$ cat src/rtl/bus_defs.sv
// -----------------------------------------------------------------------------
// bus_defs
// Shared definitions for the two-master bus front end. The arbiter, its mux
// and the downstream address decoder use these definitions.
//   - arb_state_t : arbiter state encoding (IDLE / GNT0 / GNT1)
//   - owner_t     : identity of the master that most recently owned the bus
//   - ADDR_W_DEFAULT / DATA_W_DEFAULT : default master bus widths
//   - SLV*_SEL    : slave select codes that the decoder compares with M_addr[7:4]
// -----------------------------------------------------------------------------
package bus_defs;

  typedef enum logic [1:0] {
    IDLE = 2'b00,
    GNT0 = 2'b01,
    GNT1 = 2'b10
  } arb_state_t;

  typedef enum logic {
    OWNER_M0 = 1'b0,
    OWNER_M1 = 1'b1
  } owner_t;

  localparam int ADDR_W_DEFAULT = 8;
  localparam int DATA_W_DEFAULT = 32;

  // Slave address map: the decoder selects the slave from M_addr[7:4]
  localparam int         SLV_SEL_MSB = 7;
  localparam int         SLV_SEL_LSB = 4;
  localparam logic [3:0] SLV0_SEL    = 4'h0;
  localparam logic [3:0] SLV1_SEL    = 4'h1;
  localparam logic [3:0] SLV2_SEL    = 4'h2;
  localparam logic [3:0] SLV3_SEL    = 4'h3;

  // Grant state that hands the bus to the given master
  function automatic arb_state_t grant_state_of(input owner_t owner);
    arb_state_t st;
    case (owner)
      OWNER_M0: st = GNT0;
      OWNER_M1: st = GNT1;
      default:  st = IDLE;
    endcase
    return st;
  endfunction

  // Round-robin pick on contention: the master that did not own the bus last
  function automatic owner_t rr_winner(input owner_t last_owner);
    owner_t win;
    case (last_owner)
      OWNER_M0: win = OWNER_M1;
      OWNER_M1: win = OWNER_M0;
      default:  win = OWNER_M0;
    endcase
    return win;
  endfunction

endpackage

$ cat src/rtl/bus_mux2.sv
// -----------------------------------------------------------------------------
// bus_mux2
// 2:1 master-side bus multiplexer. It forwards master A when sel0 is high and
// master B when sel1 is high. When neither select is high (bus idle), it drives
// all outputs to zero. The arbiter guarantees that sel0 and sel1 are one-hot or
// both zero. If both are ever high, master A wins.
// Ports:
//   sel0, sel1                 : one-hot owner select from the arbiter state
//   a_req/a_wr/a_addr/a_dout   : master A request, write enable, address, data
//   b_req/b_wr/b_addr/b_dout   : master B request, write enable, address, data
//   y_req/y_wr/y_addr/y_dout   : muxed bus outputs (zeros when idle)
// -----------------------------------------------------------------------------
module bus_mux2 #(
  parameter int ADDR_W = 8,
  parameter int DATA_W = 32
) (
  input  logic              sel0,
  input  logic              sel1,
  input  logic              a_req,
  input  logic              a_wr,
  input  logic [ADDR_W-1:0] a_addr,
  input  logic [DATA_W-1:0] a_dout,
  input  logic              b_req,
  input  logic              b_wr,
  input  logic [ADDR_W-1:0] b_addr,
  input  logic [DATA_W-1:0] b_dout,
  output logic              y_req,
  output logic              y_wr,
  output logic [ADDR_W-1:0] y_addr,
  output logic [DATA_W-1:0] y_dout
);

  // Select the owner's signals; drive zeros while no master owns the bus
  always_comb begin
    y_req  = 1'b0;
    y_wr   = 1'b0;
    y_addr = {ADDR_W{1'b0}};
    y_dout = {DATA_W{1'b0}};
    if (sel0) begin
      y_req  = a_req;
      y_wr   = a_wr;
      y_addr = a_addr;
      y_dout = a_dout;
    end else if (sel1) begin
      y_req  = b_req;
      y_wr   = b_wr;
      y_addr = b_addr;
      y_dout = b_dout;
    end else begin
      y_req  = 1'b0;
      y_wr   = 1'b0;
      y_addr = {ADDR_W{1'b0}};
      y_dout = {DATA_W{1'b0}};
    end
  end

endmodule

$ cat src/rtl/bus_arbiter_rr.sv
// -----------------------------------------------------------------------------
// bus_arbiter_rr
// Round-robin arbiter for two bus masters, plus the master-side mux that feeds
// the shared slave bus. The current owner keeps the grant for as long as it
// requests. If the other master is waiting, the arbiter forces a handover once
// the owner has held the bus for MAX_HOLD consecutive cycles.
// Parameters:
//   MAX_HOLD : maximum number of consecutive grant cycles under contention
//              (legal range 2..255)
//   ADDR_W   : master address width
//   DATA_W   : master write-data width
// Ports:
//   clk, reset                         : clock (rising edge); synchronous active-high reset
//   M0_req/M0_wr/M0_addr/M0_dout       : master 0 request, write enable, address, data
//   M1_req/M1_wr/M1_addr/M1_dout       : master 1 request, write enable, address, data
//   M0_grant, M1_grant                 : registered grants (never both high)
//   M_req/M_wr/M_addr/M_dout           : muxed owner signals (zeros when idle)
//   bus_busy                           : either grant is high
//   preempt                            : high in the first cycle after a forced handover
// -----------------------------------------------------------------------------
module bus_arbiter_rr
  import bus_defs::*;
#(
  parameter int MAX_HOLD = 8,
  parameter int ADDR_W   = ADDR_W_DEFAULT,
  parameter int DATA_W   = DATA_W_DEFAULT
) (
  input  logic              clk,
  input  logic              reset,
  input  logic              M0_req,
  input  logic              M0_wr,
  input  logic [ADDR_W-1:0] M0_addr,
  input  logic [DATA_W-1:0] M0_dout,
  input  logic              M1_req,
  input  logic              M1_wr,
  input  logic [ADDR_W-1:0] M1_addr,
  input  logic [DATA_W-1:0] M1_dout,
  output logic              M0_grant,
  output logic              M1_grant,
  output logic              M_req,
  output logic              M_wr,
  output logic [ADDR_W-1:0] M_addr,
  output logic [DATA_W-1:0] M_dout,
  output logic              bus_busy,
  output logic              preempt
);

  // The hold counter saturates here. When the counter reaches this value and
  // the other master is waiting, the arbiter hands over the bus.
  localparam logic [7:0] HOLD_LIMIT = 8'(MAX_HOLD - 1);

  arb_state_t state_r;
  arb_state_t next_state_s;
  logic [7:0] hold_cnt_r;
  owner_t     last_owner_r;
  logic       m0_grant_r;
  logic       m1_grant_r;
  logic       preempt_r;
  logic       preempt_s;
  logic       timeout_s;
  logic       sel0_s;
  logic       sel1_s;

  assign timeout_s = (hold_cnt_r == HOLD_LIMIT);

  // Next-state logic: round-robin on contention, hold while the owner requests,
  // and force a handover on timeout
  always_comb begin
    next_state_s = state_r;
    preempt_s    = 1'b0;
    case (state_r)
      IDLE: begin
        if (M0_req && M1_req) begin
          next_state_s = grant_state_of(rr_winner(last_owner_r));
        end else if (M0_req) begin
          next_state_s = GNT0;
        end else if (M1_req) begin
          next_state_s = GNT1;
        end else begin
          next_state_s = IDLE;
        end
      end
      GNT0: begin
        // A deassert takes priority over a timeout in the same cycle, so a
        // voluntary release never counts as a preemption
        if (!M0_req) begin
          if (M1_req) begin
            next_state_s = GNT1;
          end else begin
            next_state_s = IDLE;
          end
        end else if (timeout_s && M1_req) begin
          next_state_s = GNT1;
          preempt_s    = 1'b1;
        end else begin
          next_state_s = GNT0;
        end
      end
      GNT1: begin
        if (!M1_req) begin
          if (M0_req) begin
            next_state_s = GNT0;
          end else begin
            next_state_s = IDLE;
          end
        end else if (timeout_s && M0_req) begin
          next_state_s = GNT0;
          preempt_s    = 1'b1;
        end else begin
          next_state_s = GNT1;
        end
      end
      default: begin
        next_state_s = IDLE;
        preempt_s    = 1'b0;
      end
    endcase
  end

  // State, grant, preempt, hold-counter and last-owner registers
  always_ff @(posedge clk) begin
    if (reset) begin
      state_r      <= IDLE;
      m0_grant_r   <= 1'b0;
      m1_grant_r   <= 1'b0;
      preempt_r    <= 1'b0;
      hold_cnt_r   <= 8'd0;
      last_owner_r <= OWNER_M1;
    end else begin
      state_r    <= next_state_s;
      m0_grant_r <= (next_state_s == GNT0);
      m1_grant_r <= (next_state_s == GNT1);
      preempt_r  <= preempt_s;

      // A fresh grant, including a direct handover, restarts the hold count.
      // Idle cycles keep the counter at zero.
      if ((next_state_s == IDLE) || (next_state_s != state_r)) begin
        hold_cnt_r <= 8'd0;
      end else if (hold_cnt_r != HOLD_LIMIT) begin
        hold_cnt_r <= hold_cnt_r + 8'd1;
      end else begin
        hold_cnt_r <= hold_cnt_r;
      end

      if ((next_state_s != state_r) && (next_state_s == GNT0)) begin
        last_owner_r <= OWNER_M0;
      end else if ((next_state_s != state_r) && (next_state_s == GNT1)) begin
        last_owner_r <= OWNER_M1;
      end else begin
        last_owner_r <= last_owner_r;
      end
    end
  end

  assign sel0_s   = (state_r == GNT0);
  assign sel1_s   = (state_r == GNT1);
  assign M0_grant = m0_grant_r;
  assign M1_grant = m1_grant_r;
  assign bus_busy = m0_grant_r | m1_grant_r;
  assign preempt  = preempt_r;

  bus_mux2 #(
    .ADDR_W (ADDR_W),
    .DATA_W (DATA_W)
  ) u_mux (
    .sel0   (sel0_s),
    .sel1   (sel1_s),
    .a_req  (M0_req),
    .a_wr   (M0_wr),
    .a_addr (M0_addr),
    .a_dout (M0_dout),
    .b_req  (M1_req),
    .b_wr   (M1_wr),
    .b_addr (M1_addr),
    .b_dout (M1_dout),
    .y_req  (M_req),
    .y_wr   (M_wr),
    .y_addr (M_addr),
    .y_dout (M_dout)
  );

endmodule

$ cat config.mk
export PLATFORM = sky130hd
export DESIGN_NAME = bus_arbiter_rr
export DESIGN_NICKNAME = d
export VERILOG_FILES = /design/src/rtl/bus_defs.sv /design/src/rtl/bus_mux2.sv /design/src/rtl/bus_arbiter_rr.sv
export SDC_FILE = /design/constraint.sdc
export NUM_CORES = 1
export LEC_CHECK = 0
export ABC_CLOCK_PERIOD_IN_PS = 2400
export CAP_MARGIN = 15
export CORE_ASPECT_RATIO = 0.8
export CORE_MARGIN = 2
export CORE_UTILIZATION = 31
export DETAILED_ROUTE_END_ITERATION = 6
export PLACE_DENSITY = 0.83
export SETUP_SLACK_MARGIN = 0.02
export SYNTH_ARGS = -nofsm -noshare
export SYNTH_HDL_FRONTEND = slang
export SYNTH_SLANG_ARGS = --single-unit
$ cat constraint.sdc
create_clock -name clk -period 2.4 [get_ports clk]
set_input_delay 0.48 -clock clk [delete_from_list [all_inputs] [get_ports clk]]
set_output_delay 0.48 -clock clk [all_outputs]
set_load 0.005 [all_outputs]
==> results of run 1 <==
flip-flops by register name (all words and copies together), names as in the netlist:
name and cells:
M0_grant 1, last_owner_r 1, hold_cnt_r 8, state_r 2, preempt 1, M1_grant 1
stage by stage:
stage	hold WS [ns]	setup TNS, ns	utilization [%]	std cells
2_1_floorplan	0.464	0	-	223
3_3_place_gp	0.495	0	66.5	406
3_5_place_dp	0.494	-0.312	66.5	406
4_1_cts	0.503	0	69.2	411
5_1_grt	0.529	0	71.6	413
6_report	0.516	0	71.6	413
worst min path at each step:
stage,from,to,slack [ns],cells past startpoint
finish,last_owner_r,last_owner_r,0.52,2
global route,last_owner_r,last_owner_r,0.53,2
CTS,last_owner_r,last_owner_r,0.50,2
detailed placement,last_owner_r,last_owner_r,0.49,2
global placement,hold_cnt_r[7],hold_cnt_r[7],0.50,2
floorplan,last_owner_r,last_owner_r,0.46,2
placed cells by master, fill, tap and decap left out, drive strengths merged, types with 2 or more instances in the layout:
master         Yosys  routed
a22o               3       3
dlymetal6s2s       0      17
dlygate4sd2        0       2
clkdlybuf4s50      0     112
and3               5       5
clkbuf             8       4
a21oi              2       2
a21boi             2       2
xnor2              3       3
or3                3       3
nand3              4       4
and2               2       2
or2                2       2
buf                7      12
nand2             80      80
nor3               3       3
nor2              12      12
dfxtp             14      14
inv                6       6
ha                 5       5
xor2               5       5
o21ai             44      44
per-layer routing:
metal  vias to the layer above  global-route usage (%)
li1                       1016                       -
met1                       859                    26.8
met2                        83                    41.6
met3                        12                    3.81
met4                         0                    6.58
met5                         -                       0
layout make-up:
| type | count | area, µm² | area share (%) |
|---|---|---|---|
| clock buffers | 4 | 55.1 | 1.82 |
| well taps | 57 | 71.3 | 2.35 |
| repair buffers | 144 | 1510 | 50.0 |
| flip-flops and latches | 14 | 285 | 9.41 |
| inverters | 6 | 22.5 | 0.743 |
| multi-input cells | 188 | 1080 | 35.7 |
worst min-delay path, stage by stage (launching register included):
cell     delay (ns)
dfxtp_1        0.35
nand2_1        0.07
o21ai_1        0.05
cell families after synthesis:
group	after synthesis	share of synthesized area, %
mux	1	0.723
simple gates	115	35.6
compound gates	59	28.1
fa+ha+maj	5	4.52
buf+inv	21	5.70
flops	14	20.3
xor+xnor	8	5.06
power by group through the flow:
| stage | Combinational, mW | Sequential [mW] | Clock (mW) |
|---|---|---|---|
| floorplan | 0.178 | 0.253 | 0 |
| global placement | 0.502 | 0.254 | 0 |
| detailed placement | 0.510 | 0.253 | 0 |
| CTS | 0.527 | 0.250 | 0.232 |
| global route | 0.583 | 0.252 | 0.246 |
| finish | 0.537 | 0.251 | 0.223 |
what timing repair did:
action | 4_1_cts | 5_1_grt
cloned | 1 | 0
resized for setup | 12 | 34
hold buffers | 0 | 0
pin swaps | 0 | 2
endpoints found under the setup margin | 32 | 47
setup buffers | 0 | 2
==> summary.md, run 1 <==
| Metric | Value |
|---|---|
| Die area | `around 5000 µm²` |
| Sequential group share of total power | `between 20% and 30%` |
| Share of cells above drive strength 1 | `under 10%` |
| # port buffers | `roughly 130` |
| Worst hold path class | `reg2reg` |
| Boundary pin count | `between 100 and 150` |
| Mean post-synth cell area | `between 6 and 7 µm²` |
| First-pass GRT wire length | `~9.2 mm` |
| Crit. End Element | `primary output` |
| FMAX | `~430 MHz` |
| 1st-pass router iterations | `4` |
| CP max stage delay | `roughly 0.53 ns` |
| CTS sink count | `14` |
| ANT cells | `0` |
| Worst reg-to-reg path cell count | `7` |
| Critical Path Sink | `M_req` |
| Clock Path Buffers | `2` |
| Post-synth EDFFs | `0` |
| Fin. Hold Viols | `0` |
| Metal1 wirelength | `2.33 mm` |
| Cell Area, Placed | `between 2000 and 3000 µm²` |
| Gr ovfl total | `0` |
| Crit path from | `M0_req` |
| Vias in the first global route | `between 1,500 and 2,000` |
| Setup Skew | `about 0.0023 ns` |
| Critical path class | `in2out` |
| Arr. time, crit path | `between 1.5 and 2 ns` |
| Sw Ratio | `slightly below 30%` |
| Met3 WL post-DR | `approximately 530 µm` |
| Die X | `roughly 79 µm` |
| Synthesized area | `approximately 1400 µm²` |
| Most common cell in the synthesized netlist | `nand2_1` |
| Final worst slack | `~0.082 ns` |
| Post-route cell area | `just over 3000 µm²` |
| Peak supply drop | `~0.32 mV` |
| Routed wl met2 | `~2.9 mm` |
| Number of remaining DRC errors | `0` |
| Initial Utilization | `32.7%` |
| Slew Viols, Final | `0` |
| Delay-heaviest family, CP | `buffers and inverters` |
| CTS tree | `yes` |
| Critical path required time | `around 1.9 ns` |
| Tmin final | `approximately 2.3 ns` |
| Synth top area share | `between 20% and 30%` |
| Most common flop cell mapped by yosys | `dfxtp_1` |
| Place WS | `-0.0673 ns` |
| # setup viols final | `0` |
| Leading area contributor after synthesis | `nand2_1` |
| Maximum capacitance violations | `0` |
| Overall Global Routing Usage | `between 20 and 25%` |
| Yosys warning count | `0` |
| Cell Rows | `21` |
| CP Launch Type | `input port` |
| Die H | `~64 µm` |
| Clock Pin Slew Worst Setup and Hold Paths | `0.06 ns` |
| Skew-Pair Late Insertion Delay | `0.24 ns` |
| Synth top cells by count | `nand2_1 (80), o21ai_0 (43), dfxtp_1 (14), nor2_1 (12), clkbuf_1 (8)` |
| Net Sw Power | `between 0.2 and 0.3 mW` |
| Final HPWL DP | `about 4.5 mm` |
| Comb pwr share | `53.1%` |
| Internal | `0.718 mW` |
| Antenna-violating nets left | `0` |
| Reg2reg start | `hold_cnt_r[0]` |
| Top cell by count, worst path | `clkdlybuf4s50_1` |
| Slew headroom | `71.2%` |
| Static leakage | `1.36 nW` |
| Synthesized flop and latch total | `14` |
| CP Buf/Inv Count | `3` |
| Drt wl/cell | `14.3 µm` |
| Largest net degree at the start of global routing | `35` |
| Post-Syn Instances | `about 220` |
| Slowest CP cell | `clkdlybuf4s50_1` |
| Critical Path, Cell by Cell | `clkdlybuf4s50_1 > buf_4 > nand2_1 > o21ai_1 > clkdlybuf4s50_1` |
| Area Growth Syn to Fin | `119%` |
| Cell variety after synth | `34` |
| Net count, final | `~450` |
| Detailed Route Iter0 Violations | `52` |
| Initial antenna violation count | `0` |
| Tcrit/Tclk final | `a little over nine tenths` |
| Vias | `between 1,500 and 2,000` |
| H-tree Lvls | `1` |
| Cts bufs inserted | `3` |
| Core area | `about 4200 µm²` |
| Reg2reg end | `last_owner_r` |
| Clock root buffer | `clkbuf_8` |
| Clock power share | `between 20% and 30%` |
| Top Layer Used | `met4` |
| Fill cells | `344` |
| Status | `finished clean` |
| Power after layout | `slightly above 1 mW` |
| Seq/Total Area, Yosys | `approximately a fifth` |
| Slew of the pin with the lowest slew margin | `between 0.4 and 0.5 ns` |
| Largest cells by area after synthesis | `nand2_1 (22%), dfxtp_1 (20%), o21ai_0 (16%), ha_1 (4.5%), nor2_1 (3.3%)` |
| Post-synth ARST share | `0%` |
| GPL Wtd Cong | `0.990` |
| Power Density | `between 300 and 400 nW/µm²` |
| Worst R2R Setup Slack | `roughly 0.15 ns` |
| Crit-path max FO | `4` |
| Via density | `roughly 4.8` |
| Syn nets | `314` |
| Post-Route WL | `around 5.9 mm` |
| Stages on the worst setup path | `5` |
| RSZ-0062 raised after global routing | `true` |
Note: power is estimated with default switching activity, not from simulation.
==> run 2, diff against run 1 <==
- MAX_ROUTING_LAYER: not set -> met4
==> summary.md, run 2 (synthesis gave the netlist of run 1 again) <==
| Metric | Value |
|---|---|
| Post-layout util | `71.6% (unchanged)` |
| Overall Global Routing Usage | `23.2% (+0.62 points)` |
| H-tree Lvls | `1 (unchanged)` |
| Area Growth Syn to Fin | `119% (unchanged)` |
| Share of cells above drive strength 1 | `9.55% (unchanged)` |
| Number of remaining DRC errors | `0 (unchanged)` |
| Clock Pin Slew Worst Setup and Hold Paths | `0.06 ns (about the same)` |
| FMAX | `432 MHz (+0.18%)` |
| Critical path required time | `1.92 ns (about the same)` |
| First-pass GRT wire length | `9.18 mm (unchanged)` |
| Gr ovfl total | `0 (unchanged)` |
| Slew of the pin with the lowest slew margin | `0.428 ns (-0.00204 ns)` |
| Largest net degree at the start of global routing | `35 (unchanged)` |
| Top reg by flops | `hold_cnt_r` |
| Final worst slack | `0.0856 ns (+0.00405 ns)` |
| Final Non-Filler Cells | `413 (unchanged)` |
| CTS hold repair buffers | `0 (unchanged)` |
| Leading registers by flop count | `hold_cnt_r: 8 flops, state_r: 2 flops` |
| Clock root buffer | `clkbuf_8` |
| Via density | `4.77 (about the same)` |
| Clock Path Buffers | `2 (unchanged)` |
| Static leakage | `1.36 nW (unchanged)` |
| Leading cell type in the layout, fill and taps excluded | `clkdlybuf4s50_1` |
| 1st-pass router iterations | `4 (unchanged)` |
| Slew headroom | `71.4% (+0.14 points)` |
| Setup Skew | `0.00223 ns (-0.0000637 ns)` |
| Slew Viols, Final | `0 (unchanged)` |
| Fin. Hold Viols | `0 (unchanged)` |
| Crit. End Element | `primary output` |
| Cts bufs inserted | `3 (unchanged)` |
| Final HPWL DP | `4.47 mm (unchanged)` |
| Post-Route WL | `5.96 mm (+0.73%)` |
| Skew-Pair Late Insertion Delay | `0.24 ns (about the same)` |
| Post-Place Cells | `406 (unchanged)` |
| Initial Utilization | `32.7% (unchanged)` |
| Die area | `5020 µm² (unchanged)` |
| Detailed Route Iter0 Violations | `59 (+13%)` |
| Maximum capacitance violations | `0 (unchanged)` |
| Crit-path max FO | `4 (unchanged)` |
| Status | `finished clean` |
| Drt wl/cell | `14.4 µm (+0.73%)` |
| Arr. time, crit path | `1.83 ns (about the same)` |
| Die X | `78.7 µm (unchanged)` |
| # port buffers | `131 (unchanged)` |
| Vias in the first global route | `1,952 (-0.10%)` |
| Worst R2R Setup Slack | `0.15 ns (about the same)` |
| Critical path class | `in2out` |
| Antenna-violating nets left | `0 (unchanged)` |
| Peak supply drop | `0.324 mV (about the same)` |
| GPL Wtd Cong | `1.01 (+1.9%)` |
| Boundary pin count | `132 (unchanged)` |
| Tmin final | `2.31 ns (-0.00405 ns)` |
| Power Density | `334 nW/µm² (+0.11%)` |
| RSZ-0062 raised after global routing | `true` |
| CTS sink count | `14 (unchanged)` |
| Core area | `4230 µm² (unchanged)` |
| Max reg flops | `8 (unchanged)` |
| Tcrit/Tclk final | `96.4% (-0.17 points)` |
| CP Launch Type | `input port` |
| Fill cells | `344 (unchanged)` |
| Vias | `1,971 (+0.051%)` |
| Initial antenna violation count | `0 (unchanged)` |
| Cell Rows | `21 (unchanged)` |
| Die H | `63.8 µm (unchanged)` |
| Setup TNS | `0 ns (unchanged)` |
| Most frequent cells in the layout | `clkdlybuf4s50_1 (112), nand2_1 (80), o21ai_0 (34)` |
| Place WS | `-0.0673 ns (unchanged)` |
| Worst hold path class | `reg2reg` |
| ANT cells | `0 (unchanged)` |
| Final hold slack | `0.515 ns (-0.00151 ns)` |
| # setup viols final | `0 (unchanged)` |
| CTS tree | `yes` |
| Net count, final | `448 (unchanged)` |
## run 2: cell type report
class / instances / area [µm²] / share of cell area, %
repair buffers: 144 / 1510 / 50.0
well taps: 57 / 71.3 / 2.35
clock buffers: 4 / 55.1 / 1.82
flip-flops and latches: 14 / 285 / 9.41
inverters: 6 / 22.5 / 0.743
multi-input cells: 188 / 1080 / 35.7
## run 2: stage by stage
step | instance area, µm² | total power [mW]
after floorplan | 1380 | 0.431
after global placement | 2810 | 0.756
after detailed placement | 2810 | 0.763
after CTS | 2930 | 1.01
after global routing | 3030 | 1.08
final | 3030 | 1.01
## run 2: critical path: stages
cell and delay, ns:
clkdlybuf4s50_1 0.53, buf_4 0.15, nand2_1 0.06, o21ai_1 0.09
clkdlybuf4s50_1 0.53
## run 2: repair_timing
item	in CTS	in global routing
gates cloned	1	0
resized for setup	12	34
endpoints found under the setup margin	32	47
buffers inserted	0	2
pin swaps	0	2
## run 2: final timing paths
| kind | startpoint | to | cells after the start |
|---|---|---|---|
| max | M0_req | M_req | 5 |
| min | last_owner_r | last_owner_r | 2 |
| max reg2reg | hold_cnt_r[0] | last_owner_r | 7 |
| min reg2reg | last_owner_r | last_owner_r | 2 |
## run 2: layer usage
metal  share of wire, %  global-route usage, %  wire (µm)
met1                 39                   26.9       2350
met2                 49                   41.6       2950
met3                9.2                   3.53        547
met4                1.9                   6.58        116
met5                  0                      -          0
## run 2: power by group
group          internal, mW  total, mW  switching [mW]
combinational         0.331      0.539           0.207
sequential            0.242      0.251         0.00937
clock                 0.145      0.223          0.0783
==> run 3, diff against run 2 <==
- CAP_MARGIN: 15 -> 5
==> results of run 3 <==
Final layout, timing and power as in run 2 (identical DEF).
